### src/rtl/uart_pkg.sv
// Shared UART definitions: FSM state encoding and 8N1 frame constants.
// Latency: n/a (types and constants only).
// Backpressure: n/a.
package uart_pkg;

  localparam int DATA_BITS = 8;
  localparam int STOP_BITS = 1;

  // Last data bit index for the 3-bit bit-index registers.
  localparam logic [2:0] LAST_DATA_IDX = 3'(DATA_BITS - 1);

  // Common 3-bit encoding used by both the TX and RX state machines.
  typedef enum logic [2:0] {
    ST_IDLE    = 3'd0,
    ST_START   = 3'd1,
    ST_DATA    = 3'd2,
    ST_STOP    = 3'd3,
    ST_CLEANUP = 3'd4
  } uart_state_e;

endpackage

### src/rtl/uart_bit_timer.sv
// Bit-period counter: counts 0..CLKS_PER_BIT-1 and wraps, with a selectable strobe.
// Latency: strobe is a registered-count compare, asserted in the cycle the count hits its target.
// Backpressure: none; clr_i holds the count at zero.
//
// Ports:
//   clk_i, rst_ni : clock, async active-low reset
//   clr_i         : synchronous clear to 0
//   half_i        : 1 -> strobe at the mid-bit count, 0 -> strobe at the last count of the bit
//   strobe_o      : one-cycle strobe at the selected count
module uart_bit_timer #(
  parameter int CLKS_PER_BIT = 217
) (
  input  logic clk_i,
  input  logic rst_ni,
  input  logic clr_i,
  input  logic half_i,
  output logic strobe_o
);

  localparam int CW = $clog2(CLKS_PER_BIT);
  localparam logic [CW-1:0] FULL_CNT = CW'(CLKS_PER_BIT - 1);
  localparam logic [CW-1:0] HALF_CNT = CW'((CLKS_PER_BIT - 1) / 2);

  logic [CW-1:0] cnt_q, cnt_d;
  logic          at_full;

  assign at_full  = (cnt_q == FULL_CNT);
  assign strobe_o = half_i ? (cnt_q == HALF_CNT) : at_full;

  // Wrap only on the last count of a bit, so the counter never overflows mid-bit.
  always_comb begin
    cnt_d = cnt_q + 1'b1;
    if (clr_i || at_full) begin
      cnt_d = '0;
    end
  end

  always_ff @(posedge clk_i or negedge rst_ni) begin
    if (!rst_ni) begin
      cnt_q <= '0;
    end else begin
      cnt_q <= cnt_d;
    end
  end

endmodule

### src/rtl/uart_rx_tx.sv
// Full-duplex 8N1 UART: independent TX and RX state machines sharing one clock.
// Latency: TX line starts the start bit one cycle after i_TX_DV; o_RX_DV rises mid stop bit.
// Backpressure: none; i_TX_DV outside IDLE is dropped, RX has no hold-off.
//
// Ports:
//   i_Clock, i_Reset_n              : clock, async active-low reset
//   i_TX_DV, i_TX_Byte              : one-cycle transmit request and its byte
//   o_TX_Active, o_TX_Serial        : line ownership (start..stop) and serial TX line
//   o_TX_Done                       : one-cycle pulse at the end of the stop bit
//   i_RX_Serial                     : asynchronous serial RX line
//   o_RX_DV, o_RX_Byte              : received-byte pulse and last good byte
module uart_rx_tx
  import uart_pkg::*;
#(
  parameter int CLKS_PER_BIT = 217
) (
  input  logic       i_Clock,
  input  logic       i_Reset_n,
  input  logic       i_TX_DV,
  input  logic [7:0] i_TX_Byte,
  output logic       o_TX_Active,
  output logic       o_TX_Serial,
  output logic       o_TX_Done,
  input  logic       i_RX_Serial,
  output logic       o_RX_DV,
  output logic [7:0] o_RX_Byte
);

  // ---------------------------------------------------------------- TX path
  uart_state_e tx_state_q, tx_state_d;
  logic [7:0]  tx_byte_q, tx_byte_d;
  logic [2:0]  tx_idx_q, tx_idx_d;
  logic        tx_active_q, tx_active_d;
  logic        tx_done_q, tx_done_d;
  logic        tx_serial_q, tx_serial_d;
  logic        tx_clr, tx_tick;

  uart_bit_timer #(.CLKS_PER_BIT(CLKS_PER_BIT)) u_tx_timer (
    .clk_i    (i_Clock),
    .rst_ni   (i_Reset_n),
    .clr_i    (tx_clr),
    .half_i   (1'b0),
    .strobe_o (tx_tick)
  );

  always_comb begin
    tx_state_d  = tx_state_q;
    tx_byte_d   = tx_byte_q;
    tx_idx_d    = tx_idx_q;
    tx_active_d = tx_active_q;
    tx_done_d   = 1'b0;
    tx_clr      = 1'b0;
    unique case (tx_state_q)
      ST_IDLE: begin
        // Hold the timer at zero so START gets a full bit period.
        tx_clr = 1'b1;
        if (i_TX_DV) begin
          tx_byte_d   = i_TX_Byte;
          tx_active_d = 1'b1;
          tx_state_d  = ST_START;
        end
      end
      ST_START: begin
        if (tx_tick) begin
          tx_idx_d   = '0;
          tx_state_d = ST_DATA;
        end
      end
      ST_DATA: begin
        if (tx_tick) begin
          if (tx_idx_q == LAST_DATA_IDX) begin
            tx_state_d = ST_STOP;
          end else begin
            tx_idx_d = tx_idx_q + 3'd1;
          end
        end
      end
      ST_STOP: begin
        if (tx_tick) begin
          tx_done_d   = 1'b1;
          tx_active_d = 1'b0;
          tx_state_d  = ST_CLEANUP;
        end
      end
      ST_CLEANUP: begin
        tx_clr     = 1'b1;
        tx_state_d = ST_IDLE;
      end
      default: begin
        tx_clr     = 1'b1;
        tx_state_d = ST_IDLE;
      end
    endcase

    // Line level is registered from the next state so it changes on the same edge as the state.
    unique case (tx_state_d)
      ST_START: tx_serial_d = 1'b0;
      ST_DATA:  tx_serial_d = tx_byte_d[tx_idx_d];
      default:  tx_serial_d = 1'b1;
    endcase
  end

  always_ff @(posedge i_Clock or negedge i_Reset_n) begin
    if (!i_Reset_n) begin
      tx_state_q  <= ST_IDLE;
      tx_byte_q   <= '0;
      tx_idx_q    <= '0;
      tx_active_q <= 1'b0;
      tx_done_q   <= 1'b0;
      tx_serial_q <= 1'b1;
    end else begin
      tx_state_q  <= tx_state_d;
      tx_byte_q   <= tx_byte_d;
      tx_idx_q    <= tx_idx_d;
      tx_active_q <= tx_active_d;
      tx_done_q   <= tx_done_d;
      tx_serial_q <= tx_serial_d;
    end
  end

  assign o_TX_Active = tx_active_q;
  assign o_TX_Serial = tx_serial_q;
  assign o_TX_Done   = tx_done_q;

  // ---------------------------------------------------------------- RX path
  logic        rx_meta_q, rx_sync_q;
  uart_state_e rx_state_q, rx_state_d;
  logic [7:0]  rx_shift_q, rx_shift_d;
  logic [7:0]  rx_byte_q, rx_byte_d;
  logic [2:0]  rx_idx_q, rx_idx_d;
  logic        rx_dv_q, rx_dv_d;
  logic        rx_clr, rx_half, rx_tick;

  // Two-flop synchronizer; resets to the idle line level so reset never looks like a start bit.
  always_ff @(posedge i_Clock or negedge i_Reset_n) begin
    if (!i_Reset_n) begin
      rx_meta_q <= 1'b1;
      rx_sync_q <= 1'b1;
    end else begin
      rx_meta_q <= i_RX_Serial;
      rx_sync_q <= rx_meta_q;
    end
  end

  uart_bit_timer #(.CLKS_PER_BIT(CLKS_PER_BIT)) u_rx_timer (
    .clk_i    (i_Clock),
    .rst_ni   (i_Reset_n),
    .clr_i    (rx_clr),
    .half_i   (rx_half),
    .strobe_o (rx_tick)
  );

  // Only the start-bit check uses the half-bit strobe; after it the timer is
  // re-zeroed so every later full-bit strobe lands mid-bit.
  assign rx_half = (rx_state_q == ST_START);

  always_comb begin
    rx_state_d = rx_state_q;
    rx_shift_d = rx_shift_q;
    rx_byte_d  = rx_byte_q;
    rx_idx_d   = rx_idx_q;
    rx_dv_d    = 1'b0;
    rx_clr     = 1'b0;
    unique case (rx_state_q)
      ST_IDLE: begin
        rx_clr = 1'b1;
        if (!rx_sync_q) begin
          rx_state_d = ST_START;
        end
      end
      ST_START: begin
        if (rx_tick) begin
          rx_clr = 1'b1;
          if (!rx_sync_q) begin
            rx_idx_d   = '0;
            rx_state_d = ST_DATA;
          end else begin
            rx_state_d = ST_IDLE;   // glitch, not a real start bit
          end
        end
      end
      ST_DATA: begin
        if (rx_tick) begin
          rx_shift_d[rx_idx_q] = rx_sync_q;
          if (rx_idx_q == LAST_DATA_IDX) begin
            rx_state_d = ST_STOP;
          end else begin
            rx_idx_d = rx_idx_q + 3'd1;
          end
        end
      end
      ST_STOP: begin
        if (rx_tick) begin
          // A low stop bit is a framing error: drop the byte silently.
          if (rx_sync_q) begin
            rx_byte_d = rx_shift_q;
            rx_dv_d   = 1'b1;
          end
          rx_state_d = ST_CLEANUP;
        end
      end
      ST_CLEANUP: begin
        rx_clr     = 1'b1;
        rx_state_d = ST_IDLE;
      end
      default: begin
        rx_clr     = 1'b1;
        rx_state_d = ST_IDLE;
      end
    endcase
  end

  always_ff @(posedge i_Clock or negedge i_Reset_n) begin
    if (!i_Reset_n) begin
      rx_state_q <= ST_IDLE;
      rx_shift_q <= '0;
      rx_byte_q  <= '0;
      rx_idx_q   <= '0;
      rx_dv_q    <= 1'b0;
    end else begin
      rx_state_q <= rx_state_d;
      rx_shift_q <= rx_shift_d;
      rx_byte_q  <= rx_byte_d;
      rx_idx_q   <= rx_idx_d;
      rx_dv_q    <= rx_dv_d;
    end
  end

  assign o_RX_DV   = rx_dv_q;
  assign o_RX_Byte = rx_byte_q;

endmodule

### config.mk
export PLATFORM = sky130hd
export DESIGN_NAME = uart_rx_tx
export DESIGN_NICKNAME = d
export VERILOG_FILES = /design/src/rtl/uart_pkg.sv /design/src/rtl/uart_bit_timer.sv /design/src/rtl/uart_rx_tx.sv
export SDC_FILE = /design/constraint.sdc
export NUM_CORES = 1
export LEC_CHECK = 0
export ABC_AREA = 1
export CORE_UTILIZATION = 43
export CTS_BUF_LIST = sky130_fd_sc_hd__clkbuf_4 sky130_fd_sc_hd__clkbuf_8
export CTS_CLUSTER_SIZE = 30
export DETAILED_ROUTE_END_ITERATION = 16
export MAX_ROUTING_LAYER = met4
export PLACE_DENSITY = 0.61
export RECOVER_POWER = 25
export SYNTH_ARGS = -nofsm -noshare
export SYNTH_HDL_FRONTEND = slang
export SYNTH_SLANG_ARGS = --single-unit
### constraint.sdc
create_clock -name i_Clock -period 1.3 [get_ports i_Clock]
set_input_delay 0.195 -clock i_Clock [delete_from_list [all_inputs] [get_ports i_Clock]]
set_output_delay 0.195 -clock i_Clock [all_outputs]
set_load 0.005 [all_outputs]
# Word level (Yosys, flattened, before mapping)
# Index checks and enable logic that the tools add are counted.
# word_totals
ff_bits	58
inputBits	12
out_inout_bits	12
word_cells	102
# classes
add_sub_neg	4
n_lt_le_gt_ge	3
n_eq_ne	22
mux	44
n_reduce_logical	14
# ops
op	count
3-bit 2-to-1 mux	17
8-bit 2-to-1 mux	4
3-bit one-hot mux with 4 select lines	2
8-bit by 1-bit adder with 8-bit output (second input constant)	2
8-bit == test (second input constant)	2
2-bit != test (second input constant)	8
3-bit by 2-bit == test with 1-bit output (second input constant)	5
1-bit 2-to-1 mux	12
3-bit one-hot mux with 2 select lines	2
5-bit AND reduction	2
3-bit by 1-bit == test with 1-bit output (second input constant)	3
8-bit bitwise mux	1
8-bit by 7-bit == test with 1-bit output (second input constant)	1
3-bit by 4-bit less-than comparator with 1-bit output (second input constant)	2
3-bit by 1-bit adder with 3-bit output (second input constant)	2
3-bit == test (second input constant)	2
3-bit zero test	2
1-bit one-hot mux with 2 select lines	3
3-bit AND reduction	2
2-bit nonzero test	2
1-bit binary-select mux with 3-bit select	1
1-bit demux with 3-bit select	1
3-bit by 1-bit >= comparator with 1-bit output (second input constant)	1
3-bit OR reduction	1
6 further kinds	7

# Longest topological paths before layout
# logic_depth
depth_word	7
ltp_mapped	12
mapped_depth_nobuf	12

# Modules after synthesis
# A second synthesis with hierarchy kept.
# unflattened
hier_cells	369
hier_area_um2	2920.3
# by_module_without_submodules
module	instances	cells_each	area_each_um2	seq_area_each_um2
uart_rx_tx	1	249	2011.9	1054.8
uart_bit_timer	2	60	454.2	200.2

# Least setup slack after synthesis
# OpenSTA, ideal clock, no wires.
# synth_path
path_kind	register to register
from	reg u_tx_timer.cnt_q[0]
to	reg tx_serial_q, in the netlist o_TX_Serial
setup_time_ns	0.060
t_arrival_ns	1.435
slack_ns	-0.195
stages_incl_launch_ff	13
path_buffers	0
period_less_slack_ns	1.495
path_cell_list	dfrtp_1 -> inv_1 -> ha_1 -> nand3_2 -> nor2_8 -> nand3_2 -> nand2_2 -> nand2_2 -> nand2_1 -> nand3_1 -> nand3_1 -> nand3_1 -> nand2_1
# synth_between
elab_chain_cells	6
# synth_rtl
item	line	source
from (decl)	uart_bit_timer.sv:24	logic [CW-1:0] cnt_q, cnt_d;
from (signal assigned)	uart_bit_timer.sv:42	cnt_q <= cnt_d;
8-bit == test (*)	uart_bit_timer.sv:27	assign at_full = (cnt_q == FULL_CNT);
3-bit 2-to-1 mux, on equally long branches	uart_rx_tx.sv:70, uart_rx_tx.sv:64	
3-bit one-hot mux with 2 select lines	uart_rx_tx.sv:53	unique case (tx_state_q)
1-bit binary-select mux with 3-bit select	uart_rx_tx.sv:98	ST_DATA: tx_serial_d = tx_byte_d[tx_idx_d];
1-bit 2-to-1 mux (implied by the code)	uart_rx_tx.sv:98	
1-bit one-hot mux with 2 select lines (*)	uart_rx_tx.sv:96	unique case (tx_state_d)
named net tx_serial_d	uart_rx_tx.sv:35	logic tx_serial_q, tx_serial_d;
to (signal assigned)	uart_rx_tx.sv:117	tx_serial_q <= tx_serial_d;
to (decl)	uart_rx_tx.sv:35	
# Mark *: on every way through the listed nets, which the timed path passes. The rest lies on a longest branch. The select of a mux whose other input is x is not followed.
# A chain may end at the register's enable or synchronous reset.

# Final worst setup path
# layout_path
from	reg u_rx_timer.cnt_q[1]
to	reg rx_shift_q[1]
# layout_between
elab_chain_cells	3
# layout_rtl
item	line	source
from (decl)	uart_bit_timer.sv:24	
from (signal assigned)	uart_bit_timer.sv:42	
8-bit == test / 8-bit by 7-bit == test with 1-bit output (equally long branches)	uart_bit_timer.sv:27, uart_bit_timer.sv:28	
1-bit 2-to-1 mux (*)	uart_bit_timer.sv:28	assign strobe_o = half_i ? (cnt_q == HALF_CNT) : at_full;
2-bit AND reduction (no source line) (*)	n/a	
to (signal assigned)	uart_rx_tx.sv:222	rx_shift_q <= rx_shift_d;
to (decl)	uart_rx_tx.sv:128	logic [7:0] rx_shift_q, rx_shift_d;
# Every way passes the cells marked *; elsewhere a longest branch is shown, timed or not.

==> run_results.csv <==
group,metric,value,unit
place,dp.cells,483,
clocking,cts.path.max_buffers,2,
die,io_pins,24,
yosys,synth_nets,352,
yosys,syn_area,2854,um2
yosys,ys_top_cells_by_count,"nand2_1 (72), dfrtp_1 (55), inv_1 (50), nand3_1 (28), nor2_1 (24)",
final_layout,area_growth,56.12,%
place,hpwl,4173,um
sta,min_period,1641,ps
place,dp_slack,-414.5,ps
final_layout,num-fill-cells,461,
yosys,yosys-top-cells-area,"dfrtp_1 (48%), nand2_1 (9.5%), inv_1 (6.6%), nand3_1 (4.9%), nor2_1 (3.2%)",
setup_path,slowest_delay,400,ps
yosys,yosys.area.top_type_share,48.22,%
sta,worst_slew_pin_slew,786.2,ps
routing,dr.pass1.iters,4,
die,die_w,83.47,um
global_routing,grt_overflow,0,
hold_path,hold_path.class,"register to register",
clocking,cts.clk_slew.worst_paths,70,ps
die,core,6386,um2
routing,wirelength,7021,um
outcome,failed_checks,"setup timing",
global_routing,grt_pass1_vias,2549,
sta,maxSlewViolCount,0,
final_layout,postLayoutCoreUtil,69.77,%
power_and_ir_drop,leakagePower,2.323,nW
final_layout,final_nets,462,
yosys,synth_top_area_cell,"dfrtp_1",
setup_path,crit_slowest_cell,"dfrtp_1",
yosys,yosys_warnings,0,
die,num_rows,29,
job,cap_violations,0,
setup_path,regToRegSetupSlack,-340,ps
outcome,status,"finished with violations",
place,portBuffers,23,
global_routing,antenna_found_initial,0,
clocking,cts_tree,"done",
yosys,synthCells,333,
sta,fin_crit_sh,126.2,%
setup_path,cp.required,1530,ps
place,placed_area,3566,um2
final_layout,num_antenna_cells,0,
sta,fin_hold_ws,358.4,ps
yosys,synth-edff-count,0,
global_routing,grt_usage,20.83,%
final_layout,multi_input_area,1620,um2
power_and_ir_drop,vdd_drop_max,0.0005974,V
yosys,synth_cell_types,37,
setup_path,path_class,"register to register",
sta,setup_violations,50,
place,place.gp.congestion,0.9302,
setup_path,path_max_fanout,8,
power_and_ir_drop,powerDensity,770.9,nW/um2
die,start_util,44.69,%
setup_path,crit_chain,"inv_2 -> ha_4 -> nand4_1 -> nor2_1 -> nand2_2 -> nand2_8 -> buf_12 -> nand4_1 -> nand2_1 -> o21ai_1",
final_layout,fin_area,4456,um2
routing,drc,0,
sta,hold_viol_final,0,
die,dieArea,6967,um2
sta,skew,13.95,ps
clocking,clk_latency,340,ps
clocking,clock-sinks,58,
global_routing,grt_max_degree,59,
yosys,async_reset_ff_share,100.0,%
sta,fmax,609.4,MHz
routing,vias,2620,
setup_path,cp.arrival,1870,ps
sta,setup-tns-final,-10860,ps
routing,wl_per_cell,13.37,um
yosys,syn_area_per_cell,8.571,um2
final_layout,ff_latch_area,1455,um2
yosys,synth_ff_type,"dfrtp_1",
final_layout,instances_no_fill,525,
clocking,cts_buffers,9,
setup_path,end_kind,"register",
global_routing,grt_pass1_wl,11250,um
routing,drt.antenna.violating_nets,0,
sta,setup_slack,-341.1,ps
yosys,synth-seq-area-share,50.99,%
clocking,cts_root_buf,"clkbuf_8",
yosys,synth.most_common_cell,"nand2_1",
routing,viasPerCell,4.990,
sta,slew_headroom,47.58,%
clocking,cts-htree-levels,3,
sta,rsz0062_at_grt,"true",
yosys,ys_ff_latch,58,
setup_path,crit_top_cell,"nand4_1",
power_and_ir_drop,total_power,3.435,mW
final_layout,layout-drive-gt1-share,47.10,%
routing,detail_route.iter0.violations,87,
setup_path,crit_path_start_kind,"register",
die,die_h,83.47,um
[per-layer routing]
metal / up-vias / share of wire, % / GRT usage (%)
met5: - / 0 / -
met4: 0 / 1.8 / 9.091
met3: 9 / 2.8 / 3.956
met2: 50 / 52 / 34.43
met1: 1255 / 43 / 25.00
li1: 1306 / - / -
[worst max-delay path: cells and delay by family, from the launching register on]
family | cells | cell delay, ps
AND/OR/NAND/NOR | 6 | 690
flip-flops | 1 | 400
AO/OA/AOI/OAI | 1 | 60
buffers and inverters | 2 | 230
adder cells (fa/ha/maj) | 1 | 150
[layout make-up]
type                    instances  share of cell area [%]
clock buffers                  13                   3.735
clock inverters                 3                  0.3370
inverters                      56                   5.167
multi-input cells             217                   36.37
flip-flops and latches         58                   32.66
well taps                      77                   2.162
repair buffers                 99                   19.18
repair inverters                2                  0.3931
[kinds of logic (layout without fill, tap and decap cells)]
kind of cell             Yosys count  after routing  share of synthesized area (%)
AO/OA/AOI/OAI                     41             41                          8.505
adder cells (fa/ha/maj)            7              7                          3.069
buffers and inverters             59            173                          8.461
flip-flops                        58             58                          50.99
AND/OR/NAND/NOR                  168            169                          28.98
[cells in the final DEF, fill, tap and decap left out, types with 10 or more instances in the layout]
cell type,n
buf_4,62
clkbuf_8,11
dfrtp_1,55
dlygate4sd2_1,12
inv_1,42
inv_2,11
nand2_1,49
nand2_2,22
nand3_1,21
nand3_4,10
nor2_1,15
nor2_2,10
o21ai_1,10
o21ai_2,12
[timing repair]
item | CTS | global route
hold buffers | 1 | 0
endpoints found under the hold margin | 55 | 0
endpoints found under the setup margin | 57 | 56
gates cloned | 2 | 1
pin swaps | 11 | 28
resized for setup | 71 | 73
buffers inserted | 12 | 15
[path summary, 6_finish.rpt]
kind	startpoint	end	cells past startpoint
setup / recovery	u_rx_timer.cnt_q[1]	rx_shift_q[1]	10
hold / removal	rx_meta_q	rx_sync_q	0
setup reg to reg	u_rx_timer.cnt_q[1]	rx_shift_q[1]	10
hold reg to reg	rx_meta_q	rx_sync_q	0
max in group asynchronous	i_Reset_n	rx_state_q[2]	3
min in group asynchronous	i_Reset_n	o_RX_DV	3
[registers in the layout (all words and copies together) (netlist names)]
| register | count |
|---|---|
| rx_meta_q | 1 |
| rx_shift_q | 8 |
| tx_byte_q | 8 |
| o_TX_Active | 1 |
| o_TX_Done | 1 |
| rx_state_q | 3 |
| tx_state_q | 3 |
| o_TX_Serial | 1 |
| u_rx_timer.cnt_q | 8 |
| rx_sync_q | 1 |
| u_tx_timer.cnt_q | 8 |
| o_RX_DV | 1 |
| tx_idx_q | 3 |
| o_RX_Byte | 8 |
| rx_idx_q | 3 |
[power by group]
| group | internal [mW] | switching [mW] |
|---|---|---|
| Combinational | 0.0371 | 0.0522 |
| Clock | 0.829 | 0.704 |
| Sequential | 1.81 | 0.00201 |
| Total | 2.68 | 0.758 |
Note: power is estimated with default switching activity, not from simulation.
